## src/rtl/i2s_xmit.sv

```systemverilog
`default_nettype none
// ============================================================================
// Module   : i2s_xmit
// Brief    : I2S transmitter, stereo DATA_W-bit samples, one-deep holding reg.
// Revision : 1.0 - initial release
// ============================================================================
module i2s_xmit #(
    parameter int DATA_W = 24,
    parameter int SLOT_W = 32
) (
    input  logic              mck,
    input  logic              reset,
    input  logic              bck,
    input  logic              lrck,
    input  logic [DATA_W-1:0] left_in,
    input  logic [DATA_W-1:0] right_in,
    input  logic              valid_in,
    output logic              ready,
    output logic              sdout,
    output logic              underrun
);

    localparam int                CNT_W    = $clog2(SLOT_W);
    localparam logic [CNT_W-1:0]  CNT_MAX  = CNT_W'(SLOT_W - 1);
    localparam logic [CNT_W-1:0]  CNT_DATA = CNT_W'(DATA_W);

    logic              bck_q, bck_d;
    logic              lrck_last_q, lrck_last_d;
    logic              hold_full_q, hold_full_d;
    logic [DATA_W-1:0] hold_l_q, hold_l_d;
    logic [DATA_W-1:0] hold_r_q, hold_r_d;
    logic [DATA_W-1:0] act_l_q, act_l_d;
    logic [DATA_W-1:0] act_r_q, act_r_d;
    logic [DATA_W-1:0] shift_q, shift_d;
    logic [CNT_W-1:0]  bit_cnt_q, bit_cnt_d;
    logic              sdout_q, sdout_d;
    logic              underrun_q, underrun_d;

    logic              w_fall;
    logic              w_slot_start;

    assign w_fall       = bck_q & ~bck;
    assign w_slot_start = w_fall & (lrck != lrck_last_q);

    always_comb begin
        bck_d       = bck;
        lrck_last_d = lrck_last_q;
        hold_full_d = hold_full_q;
        hold_l_d    = hold_l_q;
        hold_r_d    = hold_r_q;
        act_l_d     = act_l_q;
        act_r_d     = act_r_q;
        shift_d     = shift_q;
        bit_cnt_d   = bit_cnt_q;
        sdout_d     = sdout_q;
        underrun_d  = 1'b0;

        if (valid_in && !hold_full_q) begin
            hold_l_d    = left_in;
            hold_r_d    = right_in;
            hold_full_d = 1'b1;
        end

        // Slot start emits the I2S delay bit and preempts any unsent bits.
        if (w_slot_start) begin
            lrck_last_d = lrck;
            bit_cnt_d   = '0;
            sdout_d     = 1'b0;
            if (!lrck) begin
                if (hold_full_q) begin
                    act_l_d     = hold_l_q;
                    act_r_d     = hold_r_q;
                    hold_full_d = 1'b0;
                    shift_d     = hold_l_q;
                end else begin
                    act_l_d    = '0;
                    act_r_d    = '0;
                    shift_d    = '0;
                    underrun_d = 1'b1;
                end
            end else begin
                shift_d = act_r_q;
            end
        end else if (w_fall) begin
            if (bit_cnt_q < CNT_DATA) begin
                sdout_d = shift_q[DATA_W-1];
                shift_d = {shift_q[DATA_W-2:0], 1'b0};
            end else begin
                sdout_d = 1'b0;
            end
            if (bit_cnt_q != CNT_MAX) begin
                bit_cnt_d = bit_cnt_q + 1'b1;
            end
        end
    end

    always_ff @(posedge mck or posedge reset) begin
        if (reset) begin
            bck_q       <= 1'b0;
            lrck_last_q <= 1'b1;
            hold_full_q <= 1'b0;
            hold_l_q    <= '0;
            hold_r_q    <= '0;
            act_l_q     <= '0;
            act_r_q     <= '0;
            shift_q     <= '0;
            bit_cnt_q   <= '0;
            sdout_q     <= 1'b0;
            underrun_q  <= 1'b0;
        end else begin
            bck_q       <= bck_d;
            lrck_last_q <= lrck_last_d;
            hold_full_q <= hold_full_d;
            hold_l_q    <= hold_l_d;
            hold_r_q    <= hold_r_d;
            act_l_q     <= act_l_d;
            act_r_q     <= act_r_d;
            shift_q     <= shift_d;
            bit_cnt_q   <= bit_cnt_d;
            sdout_q     <= sdout_d;
            underrun_q  <= underrun_d;
        end
    end

    assign ready    = ~hold_full_q;
    assign sdout    = sdout_q;
    assign underrun = underrun_q;

endmodule
`default_nettype wire

```

## config.mk

```make
export PLATFORM = sky130hd
export DESIGN_NAME = i2s_xmit
export DESIGN_NICKNAME = d
export VERILOG_FILES = /design/src/rtl/i2s_xmit.sv
export SDC_FILE = /design/constraint.sdc
export NUM_CORES = 1
export LEC_CHECK = 0
export ABC_AREA = 0
export CAP_MARGIN = 20
export CORE_ASPECT_RATIO = 0.6
export CORE_UTILIZATION = 30
export CTS_CLUSTER_SIZE = 10
export DETAILED_ROUTE_END_ITERATION = 7
export GPL_TIMING_DRIVEN = 0
export RECOVER_POWER = 100
export SETUP_SLACK_MARGIN = 0.1
export SYNTH_ARGS = -nofsm -noshare
export SYNTH_HDL_FRONTEND = slang
export SYNTH_SLANG_ARGS = --single-unit
```

## constraint.sdc

```tcl
create_clock -name mck -period 7.8 [get_ports mck]
set_input_delay 1.17 -clock mck [delete_from_list [all_inputs] [get_ports mck]]
set_output_delay 1.17 -clock mck [all_outputs]
set_load 0.02 [all_outputs]
```

Word level (Yosys, flattened, before mapping):

Cells that the tools add are included.

* register bits: 106
* input bits: 53
* output and inout bits: 3
* word-level logic and storage cells: 46

* add/subtract/negate cells: 1
* order comparisons: 1
* equality and inequality tests: 2
* multiplexer cells: 19
* bitwise operators: 5
* reduce and logical (&&, ||, !) cells: 8

Operators by type and width (count)
* $mux 24: 6
* $mux 5: 3
* $mux 1: 10
* $reduce_and 2->1: 3
* $reduce_bool 2->1: 3
* $add 5x1->5 const B: 1
* $lt 5x5->1 const B: 1
* $ne 5x5->1 const B: 1
* $not 1->1: 3
* $and 1x1->1: 2
* $logic_and 1x1->1: 1
* $logic_not 1->1: 1
* $ne 1x1->1: 1

Logic depth before layout (Yosys ltp):

* depth after elaboration: 6
* gate-level depth with buffers: 6
* mapped depth without buffers: 6

Worst setup path before layout:

No wires, ideal clock.

* path kind: in2reg
* from: input lrck
* to: register shift_q[2]
* library setup time: 0.138 ns
* arrival: 2.025 ns
* required time: 7.662 ns
* path slack: 5.637 ns
* stages on the path: 5
* cells stage by stage: buf_4 clkbuf_1 and2_1 a2111oi_0 a31oi_1

* longest elaborated chain between the ends: 4
* elaborated cells on any way between the ends: 7
* classes of those cells: eq/ne (1); mux (2); bitwise (1); reduce/logical (3)

RTL lines
* start, declared: RTL line 14 `input logic lrck,`
* $ne 1x1->1: RTL line 43 `assign w_slot_start = w_fall & (lrck != lrck_last_q);`
* $and 1x1->1: RTL line 43
* $reduce_bool 2->1 (no line)
* $reduce_and 2->1 (no line)
* end signal, assigned: RTL line 118 `shift_q <= shift_d;`
* end, declared: RTL line 34 `logic [DATA_W-1:0] shift_q, shift_d;`

Parallel ways exist; a longest one is shown, timed or not.
A chain may end at the register's enable or synchronous reset.

Final worst setup path:

* from: register hold_full_q
* to: output ready

* longest elaborated chain between the ends: 1

RTL lines
* start, declared: RTL line 29 `logic hold_full_q, hold_full_d;`
* start signal, assigned: RTL line 113 `hold_full_q <= hold_full_d;`
* $not 1->1: RTL line 125 `assign ready = ~hold_full_q;`
* end, declared: RTL line 18 `output logic ready,`

No other way between the ends.

==> impl_metrics.ini <==
[synth]
synth_most_common_cell = dfrtp_1
yosys_warnings = 0
synth_area_per_cell_um2 = 11.2
dominantRegCellSynth = dfrtp_1
syn_area_um2 = 4670
synth_seq_cells = 106
yosys.area.top_type = dfrtp_1
async_reset_ff_frac = 1.00
synth_cells = 418
synth_edf_count = 0
synth_top_area_share = 0.562
yosysSeqAreaShare = 0.568
syn_nets = 473
synthDistinctLibCells = 34
synthTopCellsByArea = dfrtp_1 (56%), mux2_2 (12%), o21ai_0 (5.2%)
synthTopCellsByCount = dfrtp_1 (105), nand2_1 (52), o21ai_0 (49), mux2_2 (48), nand3_1 (25)

[final_layout]
areaGrowthSynthToFinish_pct = 23.6
drive_gt1_frac = 0.164
nFillCells = 1412
diodes = 0
fin_nets = 539
design_area_um2 = 5780
utilization = 0.389

[placed_design]
place_hpwl_um = 7960
routabilityCongestion = 0.785
dpl-instance-area_um2 = 5490
port_buffers = 54

[detailed_routing]
avgViaCountPerCell = 5.02
drt-pass1-iter-count = 5
antenna_left = 0
drt_first_iter_violations = 208
wl_per_cell_um = 16.0
wirelength_um = 11000
vias = 3447
drcViolationCount = 0

[timing]
maxSlewHeadroom = -0.636
clock_skew_ns = 0.00724
min_period_ns = 3.22
rsz0062_at_grt = false
tns_ns = 0
fin_crit_sh = 0.413
setup_viol = 0
timing.fmax_mhz = 311
hold_violations = 0
maxSlewViolCount = 52
tightest_slew_ns = 2.44

[global_routing]
grt_usage = 0.144
grt_pass1_wl_um = 17900
grt_max_degree = 56
grt_pass1_vias = 3421
grt_overflow = 0
antenna_found_initial = 0

[clock_tree]
cts_tree = done
clk_pin_slew_ns = 0.07
ctsResizeCount = 0
cts_buffers = 9
clk_path_buf_depth = 2
clockRootBuffer = clkbuf_16
postCtsHoldBufs = 0
cts_htree_levels = 3
cts_setup_buffers = 0
cts.sinks = 106
clock_latency_ns = 0.35

[run_status]
status = finished with violations
violations = capacitance limit, slew limit

[setup_path]
start_kind = flip-flop
critPathKind = flip-flop to primary output
crit_fanout = 10
worstPathArrival_ns = 2.05
worst_ep_required_time_ns = 6.63
cp-end-kind = primary output

[power_and_ir_drop]
power-per-cell-area_nw_per_um2 = 343
power_leakage_nw = 2.34
max-vdd-ir-drop_mv = 0.141

[floorplan]
rows = 34
die_w_um = 163
fp.coreArea_um2 = 14800
ioPinCount = 56
dieHeight_um = 98.7
die_area_um2 = 16100
start_util = 0.315

[hold_path]
holdCritPathClass = flip-flop to flip-flop

[run]
drv_cap = 1
flip-flops by register name, summed over array words and instances, names as in the netlist:
name / cells
sdout: 1
underrun: 1
act_r_q: 24
lrck_last_q: 1
hold_r_q: 24
bck_q: 1
hold_l_q: 24
bit_cnt_q: 5
shift_q: 24
hold_full_q: 1
critical path, cell delays in order (launching register included):
cell and delay (ns):
dfrtp_1 0.39, buf_2 0.23, clkbuf_1 0.36, inv_1 0.07, dlygate4sd3_1 0.65
layout by cell type (no fill, tap or decap), drive strengths merged, types with 2 or more instances in the layout:
master / count
dfrtp: 105
nand2: 52
o21ai: 51
mux2: 48
clkdlybuf4s50: 48
clkbuf: 38
nand3: 25
and2: 24
a2111oi: 23
a31oi: 23
buf: 11
dlygate4sd3: 6
nor2: 4
a21oi: 3
xnor2: 3
nor2b: 3
nand2b: 2
ha: 2
inv: 2
clkinvlp: 2
clkinv: 2
where the power goes:
part | total (mW) | switching, mW | internal [mW]
clock network | 0.474 | 0.206 | 0.268
logic | 0.552 | 0.270 | 0.281
registers | 0.957 | 0.148 | 0.810
per-stage QoR:
step | std cells | total power, mW | hold WS [ns] | worst slack [ns]
2_1_floorplan | 418 | 1.33 | 0.442 | 3.84
3_3_place_gp | 670 | 1.50 | 0.464 | 2.35
3_5_place_dp | 671 | 1.53 | 0.467 | 4.75
4_1_cts | 687 | 2.00 | 0.483 | 4.67
5_1_grt | 687 | 2.11 | 0.506 | 4.37
6_report | 687 | 1.98 | 0.475 | 4.58
final timing paths:
check	start	endpoint	slack, ns	cells after the start
max	hold_full_q	ready	4.58	4
min	act_r_q[14]	act_r_q[14]	0.48	2
min reg2reg	act_r_q[14]	act_r_q[14]	0.48	2
max reg2reg	hold_full_q	hold_r_q[1]	5.43	5
max in group asynchronous	reset	bit_cnt_q[3]	4.75	2
min in group asynchronous	reset	hold_r_q[6]	1.94	2
routing by layer:
| layer | track usage | part of all wire | vias to the layer above |
|---|---|---|---|
| met5 | 0 | 0 | - |
| met4 | 0.0431 | 0.011 | 0 |
| met3 | 0.0349 | 0.049 | 16 |
| met2 | 0.200 | 0.42 | 106 |
| met1 | 0.217 | 0.52 | 1692 |
| li1 | - | - | 1633 |
cell type report:
class / instances / area [µm²] / area share
plain buffers: 37 / 166 / 0.0288
repair buffers: 55 / 568 / 0.0983
clock inverters: 5 / 60.1 / 0.0104
inverters: 2 / 8.76 / 0.00152
clock buffers: 11 / 253 / 0.0438
flip-flops and latches: 106 / 2650 / 0.459
well taps: 198 / 248 / 0.0429
multi-input cells: 273 / 1820 / 0.315
cell families (layout without fill, tap and decap cells):
logic type / Yosys count / count (layout) / synth area share
compound gates: 104 / 104 / 0.138
xor+xnor: 3 / 3 / 0.00723
fa+ha+maj: 2 / 2 / 0.00535
buf+inv: 39 / 110 / 0.0423
flops: 106 / 106 / 0.568
mux: 49 / 49 / 0.118
simple gates: 115 / 115 / 0.121
Power figures use the tool's default switching activity.
